==> src/rtl/mix_datapath_pipe.sv <==
// mix_datapath_pipe: three-stage pipelined expand / select / multiply-fold / XOR
// datapath with a valid/ready handshake, full backpressure and an optional
// per-beat XOR-accumulate mode. All arithmetic is unsigned and truncating.
module mix_datapath_pipe #(
    parameter int              WIDTH = 6,
    parameter longint unsigned KEY   = 64'd3441
) (
    input  logic             clk,
    input  logic             rst,
    input  logic             in_valid,
    output logic             in_ready,
    input  logic [WIDTH-1:0] in_data,
    input  logic             in_acc,
    input  logic             acc_clr,
    output logic             out_valid,
    input  logic             out_ready,
    output logic [WIDTH-1:0] out_data
);

    // Only the low WIDTH+1 bits of the key take part in the mix.
    localparam logic [WIDTH:0] K = KEY[WIDTH:0];

    // b selects between a shift-XOR fold and a truncated square plus x.
    function automatic logic [WIDTH:0] calc_b(input logic [WIDTH-1:0] x,
                                              input logic [WIDTH:0]   a);
        logic [WIDTH:0] sq;
        sq = a * a;
        if (x[1])
            calc_b = a ^ (a >> 2);
        else
            calc_b = sq + {1'b0, x};
    endfunction

    // r folds the low three bits of (a+b)*c back into c.
    function automatic logic [WIDTH-1:0] calc_r(input logic [WIDTH:0] a,
                                                input logic [WIDTH:0] b,
                                                input logic [WIDTH:0] c);
        logic [WIDTH:0]   s;
        logic [WIDTH:0]   p;
        logic [WIDTH-1:0] d_ext;
        s          = a + b;
        p          = s * c;
        d_ext      = '0;
        d_ext[2:0] = p[2:0];
        calc_r     = c[WIDTH-1:0] ^ d_ext;
    endfunction

    logic             advance;
    logic             load;

    logic             vld_p0;
    logic [WIDTH-1:0] x_p0;
    logic [WIDTH:0]   a_p0;
    logic             mode_p0;

    logic             vld_p1;
    logic [WIDTH:0]   a_p1;
    logic [WIDTH:0]   b_p1;
    logic [WIDTH:0]   c_p1;
    logic             mode_p1;

    logic [WIDTH:0]   b_nx;
    logic [WIDTH:0]   c_nx;
    logic [WIDTH-1:0] r;
    logic [WIDTH-1:0] base;
    logic [WIDTH-1:0] acc;

    assign advance  = !out_valid || out_ready;
    assign in_ready = advance;
    assign load     = advance && vld_p1;

    // Stage-2 combinational mix of the stage-1 registers.
    always_comb begin
        b_nx = calc_b(x_p0, a_p0);
        c_nx = (a_p0 != '0) ? K : b_nx;
    end

    // Stage-3 input and accumulator base; a clear takes precedence over the old value.
    always_comb begin
        r    = calc_r(a_p1, b_p1, c_p1);
        base = acc_clr ? '0 : acc;
    end

    // Valid bits, output register and accumulator; reset flushes every beat in flight.
    always_ff @(posedge clk or posedge rst) begin
        if (rst) begin
            vld_p0    <= 1'b0;
            vld_p1    <= 1'b0;
            out_valid <= 1'b0;
            out_data  <= '0;
            acc       <= '0;
        end else begin
            if (advance) begin
                vld_p0    <= in_valid;
                vld_p1    <= vld_p0;
                out_valid <= vld_p1;
            end
            if (load)
                out_data <= mode_p1 ? (r ^ base) : r;
            if (load && mode_p1)
                acc <= r ^ base;
            else if (acc_clr)
                acc <= '0;
        end
    end

    // Data registers of stages 1 and 2; they shift with the valid bits and hold on a stall.
    always_ff @(posedge clk) begin
        if (advance) begin
            // stage 1
            x_p0    <= in_data;
            a_p0    <= {in_data, 1'b0};
            mode_p0 <= in_acc;
            // stage 2
            a_p1    <= a_p0;
            b_p1    <= b_nx;
            c_p1    <= c_nx;
            mode_p1 <= mode_p0;
        end
    end

endmodule

==> config.mk <==
export PLATFORM = sky130hd
export DESIGN_NAME = mix_datapath_pipe
export DESIGN_NICKNAME = d
export VERILOG_FILES = /design/src/rtl/mix_datapath_pipe.sv
export SDC_FILE = /design/constraint.sdc
export NUM_CORES = 1
export LEC_CHECK = 0
export CORE_MARGIN = 2
export CORE_UTILIZATION = 35
export DETAILED_ROUTE_END_ITERATION = 7
export PLACE_DENSITY = 0.58
export SLEW_MARGIN = 10
export SYNTH_ARGS = -nofsm -noshare
export SYNTH_HDL_FRONTEND = slang
export SYNTH_SLANG_ARGS = --single-unit
==> constraint.sdc <==
create_clock -name clk -period 4.5 [get_ports clk]
set_clock_uncertainty 0.1 [all_clocks]
set_input_delay 0.9 -clock clk [delete_from_list [all_inputs] [get_ports clk]]
set_output_delay 0.9 -clock clk [all_outputs]
set_load 0.01 [all_outputs]
==> results.md, run 1 <==
| Result | Value |
|---|---|
| Run status | finished, final reports clean |
| Count of cells resized by post-cts repair | 0 |
| Largest buffer count on any clock path | 2 |
| Cell type group with the largest total delay on the critical path | buffers and inverters |
| CTS clock-pin slew for the worst setup and hold paths | 60 ps |
| TritonRoute pass-1 iters | 4 |
| Routed WL per cell | 11.32 µm |
| Max-slew violation total from the final report | 0 |
| Asr flop ratio synth | 44.12% |
| Clock share of power | 23.2% |
| Post-route cell area | 1878 µm² |
| Setup Total Neg Slack | 0 ps |
| Library cell with the largest summed area after synthesis | sky130_fd_sc_hd__edfxtp_1 |
| Kind of end point of the critical path | primary output |
| Count of yosys warnings during synthesis | 0 |
| Starting DRC count in detailed routing | 43 |
| Cell type with the highest occurrence count on the critical path | sky130_fd_sc_hd__clkdlybuf4s50_1 |
| Unrepaired setup endpoints after global routing | false |
| Area of the die | 4925 µm² |
| Global-route wire length before repair | 4133 µm |
| Placed inst area | 1788 µm² |
| Prevailing post-synth register cell | sky130_fd_sc_hd__edfxtp_1 |
| Initial antenna violation count | 0 |
| DRC errors left | 0 |
| CTS Buf Count | 5 |
| TritonCTS clock tree | built |
| Starting Density | 35.69% |
| Largest fanout of any net on the critical path | 2 |
| Fraction of final layout cells sized beyond drive strength 1 | 6.164% |
| Die boundary width | 70.18 µm |
| Via total after detailed routing | 883 |
| Number of global-route vias before repair | 948 |
| Hold violation count in the final report | 0 |
| Gr ovfl total | 0 |
| Signed area change from the synthesized netlist to the final layout | 22.53% |
| Sum of routed wire length over all layers | 2242 µm |
| H-tree lvl count | 2 |
| Design internal power | 0.7101 mW |
| Multi-input combinational cell area | 568.0 µm² |
| Startpoint class of the critical path | input pin |
| Total nets after synthesis | 138 |
| Worst skew pair latency | 290 ps |
| Placed wire-length estimate | 1633 µm |
| Flop and latch count out of synthesis | 34 |
| Buffer count from post-CTS setup fixing | 0 |
| Top cells by area, synth | sky130_fd_sc_hd__edfxtp_1 (37%), sky130_fd_sc_hd__dfrtp_1 (24%), sky130_fd_sc_hd__xnor2_1 (5.7%) |
| Avg Cell Area, Syn | 12.77 µm² |
| TritonCTS sink count | 34 |
| Total routing resource utilization after global routing | 11.27% |
| Number of unique standard cell types used by synthesis | 24 |
| Worst path required time | 3500 ps |
| Number of top-level design ports | 20 |
| Leakage dissipation | 0.7447 nW |
| Relative contribution of sequential cells to total power | 45.8% |
| Share of the synthesized area in the top cell type | 37.22% |
| Root cell of the clock tree | sky130_fd_sc_hd__clkbuf_8 |
| Register area share after synthesis | 61.71% |
| Routability-driven placement congestion ratio | 0.7405 |
| Placement Setup Slack | 1381 ps |
| # diodes | 0 |
| Max-capacitance violation count | 0 |
| Combined flip-flop and latch cell area | 945.9 µm² |
| Class of the most critical hold timing path | reg -> reg |
| Commonest cells in the netlist | sky130_fd_sc_hd__nand2_1 (20), sky130_fd_sc_hd__edfxtp_1 (19), sky130_fd_sc_hd__dfrtp_1 (15) |
| Standard cell with the maximum stage delay on the critical path | sky130_fd_sc_hd__clkdlybuf4s50_1 |
| Post-layout nets | 163 |
| Final setup slack of the worst path | 1397 ps |
| Series of cell instances along the critical path | clkdlybuf4s50_1 -> nand2b_1 -> clkdlybuf4s50_1 |
| Syn Inst Count | 120 |
| Pwr per Cell Area | 526.4 nW/µm² |
| Pwr Total | 0.9885 mW |
| Shortest clock period the worst path allows after layout | 3103 ps |
| Maximum number of pins on one net before global-route repair | 25 |
| NetSw | 0.2784 mW |
| Crit path buf inv count | 2 |
| Core Rows | 24 |
| Number of I/O port buffers | 19 |
| Number of vias per cell after detailed routing | 4.460 |
| Filler cell count | 400 |
| Slew of the pin with the lowest slew margin | 571.5 ps |
| Final setup violation count | 0 |
| Switching share of total power | 28.16% |
| Most numerous cell in the Yosys netlist | sky130_fd_sc_hd__nand2_1 |
| Slack of the worst reg-to-reg path | 2400 ps |
| Worst path max stage delay | 570 ps |
| Comb power frac | 31.0% |
| Antenna-violating nets left | 0 |
| Worst ir drop on vdd | 0.2144 mV |
| Peak clock frequency supported by timing | 322.3 MHz |
| Post-CTS Hold Buffers | 0 |
| Height of the die | 70.18 µm |
| Final design utilization | 43.74% |
| Cell area after synthesis | 1533 µm² |
| Core area | 4294 µm² |
| Count of flip-flops with a built-in enable after synthesis | 19 |
| Critical setup path kind | in -> out |
| Max_slew headroom | 61.85% |
| Critical path data arrival time | 2100 ps |
| Final worst path period share | 68.95% |
cells in the final DEF (no fill, tap or decap), drive strengths merged:
master,count
nand2,20
clkdlybuf4s50,19
clkbuf,8
conb,1
o21ai,7
edfxtp,19
nor2b,8
ha,6
buf,1
a21oi,1
nor2,4
inv,3
mux2,2
xnor2,11
and3,2
nand2b,4
xor3,1
nand3b,1
xor2,6
dfrtp,15
a31oi,1
nor3b,1
and2,4
xnor3,1
layout make-up:
type / instances / share of cell area [%]
clock buffer: 8 / 4.797
inverter: 3 / 0.5996
multi-input combinational: 81 / 30.25
sequential: 34 / 50.37
tap: 52 / 3.464
timing repair buffer: 20 / 10.53
worst paths after layout:
kind	startpoint	end	cells past startpoint
max	out_ready	in_ready	3
min	mode_p0	mode_p1	0
max reg2reg	a_p1[1]	out_data[2]	7
min reg2reg	mode_p0	mode_p1	0
max in group asynchronous	rst	out_data[1]	2
min in group asynchronous	rst	out_data[5]	2
power by group through the flow:
stage	clock network, mW	logic, mW	registers, mW
final	0.229	0.307	0.452
after global routing	0.251	0.343	0.464
after CTS	0.239	0.313	0.454
after detailed placement	0	0.312	0.460
after global placement	0	0.306	0.457
after floorplan	0	0.195	0.467
flip-flops by register name, indices dropped and copies added, names as in the netlist:
register,cells
mode_p0,1
mode_p1,1
out_data,6
x_p0,6
vld_p1,1
c_p1,6
a_p1,2
vld_p0,1
acc,6
b_p1,3
out_valid,1
through the flow:
step / instances / hold slack [ps]
CTS: 198 / 336.1
global placement: 190 / 305.9
global route: 198 / 352.5
finish: 198 / 329.6
detailed placement: 190 / 320.1
floorplan: 120 / 300.3
cell families after synthesis:
| kind of cell | count (synthesis) | share of synthesized area (%) |
|---|---|---|
| AO/OA/AOI/OAI | 9 | 3.020 |
| XOR/XNOR | 19 | 13.22 |
| adder cells (fa/ha/maj) | 6 | 4.898 |
| buffers and inverters | 5 | 1.225 |
| flip-flops | 34 | 61.71 |
| multiplexers | 2 | 1.469 |
| other | 1 | 0.2447 |
| AND/OR/NAND/NOR | 44 | 14.20 |
metal layers:
metal	global-route usage, %	share of wire [%]	routed length (µm)
met2	18.52	47	1050
met3	3.896	5.1	114
met5	0	0	0
met4	8.333	3.7	82
met1	11.87	44	994
worst reg2reg max path, stage by stage, from the launching register on:
cell and delay (ps):
sky130_fd_sc_hd__edfxtp_1 360, sky130_fd_sc_hd__ha_1 320, sky130_fd_sc_hd__and2_1 170, sky130_fd_sc_hd__ha_1 190, sky130_fd_sc_hd__xnor3_1 390, sky130_fd_sc_hd__xnor2_2 210, sky130_fd_sc_hd__xnor2_1 150, sky130_fd_sc_hd__o21ai_1 70
(Power assumes the default switching activity.)
==> run 2, diff against run 1 <==
--- a/config.mk
+++ b/config.mk
@@ -8,7 +8,7 @@
 export CORE_MARGIN = 2
 export CORE_UTILIZATION = 35
 export DETAILED_ROUTE_END_ITERATION = 7
-export PLACE_DENSITY = 0.58
+export PLACE_DENSITY = 0.6
 export SLEW_MARGIN = 10
 export SYNTH_ARGS = -nofsm -noshare
 export SYNTH_HDL_FRONTEND = slang
==> constraint.sdc (replaced) <==
create_clock -name clk -period 2.8 [get_ports clk]
set_clock_uncertainty 0.1 [all_clocks]
set_input_delay 0.56 -clock clk [delete_from_list [all_inputs] [get_ports clk]]
set_output_delay 0.56 -clock clk [all_outputs]
set_load 0.01 [all_outputs]
==> run 2 against run 1 <==
  * Sequential power rose by 61%
  * Sequential share of layout area rose by 0.27 points
  * Total power rose by 58%
  * Critical path depth did not move
  * Flip-flop and latch count did not move
  * Clock power rose by 48%
  * First-iteration DRC count fell by 23%
  * Worst setup slack got worse by 1000 ps
  * Global-route usage fell by 0.69 points
  * Core utilization fell by 0.23 points
  * Largest power group unchanged
==> results.md, run 2 (synthesized netlist as in run 1, its figures left out) <==
| Result | Value | Change |
|---|---|---|
| Run status | finished, final reports clean |  |
| Kind of end point of the critical path | primary output |  |
| Max-slew violation total from the final report | 0 | unchanged |
| Starting DRC count in detailed routing | 33 | -23% |
| Pwr per Cell Area | 835.4 nW/µm² | +59% |
| Die boundary width | 70.18 µm | unchanged |
| Post-layout nets | 163 | unchanged |
| Combined flip-flop and latch cell area | 945.9 µm² | unchanged |
| DRC errors left | 0 | unchanged |
| TritonRoute pass-1 iters | 4 | unchanged |
| # diodes | 0 | unchanged |
| Capture endpoint of the worst hold path | mode_p1 |  |
| Most frequent cells in the layout | sky130_fd_sc_hd__nand2_1 (20), sky130_fd_sc_hd__edfxtp_1 (19), sky130_fd_sc_hd__clkdlybuf4s50_1 (19) |  |
| Worst ir drop on vdd | 0.3473 mV | +62% |
| Leakage dissipation | 0.7387 nW | -0.81% |
| TritonCTS clock tree | built |  |
| Largest fanout of any net on the critical path | 2 | unchanged |
| Sum of routed wire length over all layers | 2263 µm | +0.94% |
| Slack of the worst reg-to-reg path | 700 ps | -1700 ps |
| Gr ovfl total | 0 | unchanged |
| Peak clock frequency supported by timing | 413.2 MHz |  |
| FF-to-FF path depth | 7 | unchanged |
| Number of vias per cell after detailed routing | 4.525 | +1.5% |
| Fraction of final layout cells sized beyond drive strength 1 | 5.479% | -0.68 points |
| Series of cell instances along the critical path | clkdlybuf4s50_1 -> nand2b_1 -> clkdlybuf4s50_1 |  |
| TritonCTS sink count | 34 | unchanged |
| Core Rows | 24 | unchanged |
| Via total after detailed routing | 896 | +1.5% |
| CTS clock-pin slew for the worst setup and hold paths | 60 ps | about the same |
| Maximum number of pins on one net before global-route repair | 25 | unchanged |
| H-tree lvl count | 2 | unchanged |
| Leading cell type in the layout, fill and taps excluded | sky130_fd_sc_hd__nand2_1 |  |
| Max-capacitance violation count | 0 | unchanged |
| Hold violation count in the final report | 0 | unchanged |
| Routability-driven placement congestion ratio | 0.7635 | +3.1% |
| Beginning of the worst hold path | mode_p0 |  |
| Startpoint class of the critical path | input pin |  |
| Startpoint of the worst register-to-register path | a_p1[1] |  |
| FF-to-FF End | out_data[2] |  |
| Antenna-violating nets left | 0 | unchanged |
| Number of I/O port buffers | 19 | unchanged |
| Starting Density | 35.69% | unchanged |
| Max_slew headroom | 61.60% | -0.26 points |
| Area of the die | 4925 µm² | unchanged |
| Worst path required time | 2140 ps | -1360 ps |
| Standard cell with the maximum stage delay on the critical path | sky130_fd_sc_hd__clkdlybuf4s50_1 |  |
| Global-route wire length before repair | 3960 µm | -4.2% |
| Class of the most critical hold timing path | reg -> reg |  |
| Final setup violation count | 0 | unchanged |
| Routed WL per cell | 11.43 µm | +0.94% |
| Worst skew pair latency | 280 ps | about the same |
| Cell type with the highest occurrence count on the critical path | sky130_fd_sc_hd__clkdlybuf4s50_1 |  |
| Buffer count from post-CTS setup fixing | 0 | unchanged |
| Total routing resource utilization after global routing | 10.57% | -0.69 points |
| Number of top-level design ports | 20 | unchanged |
| Critical setup path kind | in -> out |  |
| Shortest clock period the worst path allows after layout | 2420 ps |  |
| Peak-usage layer in the global routing report | met2 |  |
| Critical path data arrival time | 1760 ps | -340 ps |
| Largest buffer count on any clock path | 2 | unchanged |
| Multi-input combinational cell area | 568.0 µm² | unchanged |
| Root cell of the clock tree | sky130_fd_sc_hd__clkbuf_8 |  |
| Setup Total Neg Slack | 0 ps | unchanged |
| Final worst path period share | 86.43% |  |
| Worst hold margin | 327.7 ps | -1.847 ps |
| Post-CTS Hold Buffers | 0 | unchanged |
| Slew of the pin with the lowest slew margin | 575.4 ps | +3.882 ps |
| Placed wire-length estimate | 1686 µm | +3.2% |
| Height of the die | 70.18 µm | unchanged |
| Filler cell count | 400 | unchanged |
| Worst path max stage delay | 570 ps | about the same |
| Count of cells resized by post-cts repair | 0 | unchanged |
| Unrepaired setup endpoints after global routing | false |  |
| Routing usage on met3 | 3.608% | -0.29 points |
| Met1 routing resource usage after global routing | 11.72% | -0.15 points |
| Core area | 4294 µm² | unchanged |
| Number of stages on the worst hold path | 0 | unchanged |
| Initial antenna violation count | 0 | unchanged |
| Signed area change from the synthesized netlist to the final layout | 21.88% |  |
| CTS Buf Count | 5 | unchanged |
| Number of global-route vias before repair | 911 | -3.9% |
| Pwr Total | 1.561 mW | +58% |
| Global Route met2 Usage | 17.78% | -0.74 points |
## run 2: cell counts in the layout (fill, tap and decap cells not counted)
No cell type changed its count.
## run 2: worst max-delay path: cells and delay by family
family        cells  cell delay (ps)
buf+inv           2             1020
simple gates      1              180
## run 2: power breakdown
part	internal, mW	switching, mW	total, mW
Sequential	0.666	0.0621	0.729
Combinational	0.275	0.219	0.494
Clock	0.176	0.161	0.338
Total	1.12	0.443	1.56
## run 2: area by class of cell
type / instances / area share [%]
sequential: 34 / 50.64
multi-input combinational: 81 / 30.41
timing repair buffer: 20 / 10.58
clock buffer: 8 / 4.287
tap: 52 / 3.483
inverter: 3 / 0.6028
## run 2: through the flow
| step | instance area, µm² | instances | util, % | setup slack (ps) |
|---|---|---|---|---|
| floorplan | 1533 | 120 | - | 679.4 |
| global placement | 1788 | 190 | 41.64 | 344.1 |
| detailed placement | 1788 | 190 | 41.64 | 355.0 |
| CTS | 1868 | 198 | 43.50 | 349.0 |
| global route | 1868 | 198 | 43.50 | 295.1 |
| finish | 1868 | 198 | 43.50 | 380.0 |
## run 2: worst max-delay path by stage
stage	from	endpoint	slack, ps	depth (start not counted)
after global routing	out_ready	in_ready	300	3
after global placement	out_ready	in_ready	340	3
final	out_ready	in_ready	380	3
after detailed placement	out_ready	in_ready	350	3
after CTS	out_ready	in_ready	350	3
after floorplan	out_ready	acc[2]	680	5
## run 2: metal layers
metal / routed length, µm / vias up / part of all wire (%)
met2: 1136 / 22 / 50
li1: - / 444 / -
met1: 969 / 425 / 43
met3: 112 / 5 / 4.9
met5: 0 / - / 0
met4: 43 / 0 / 1.9
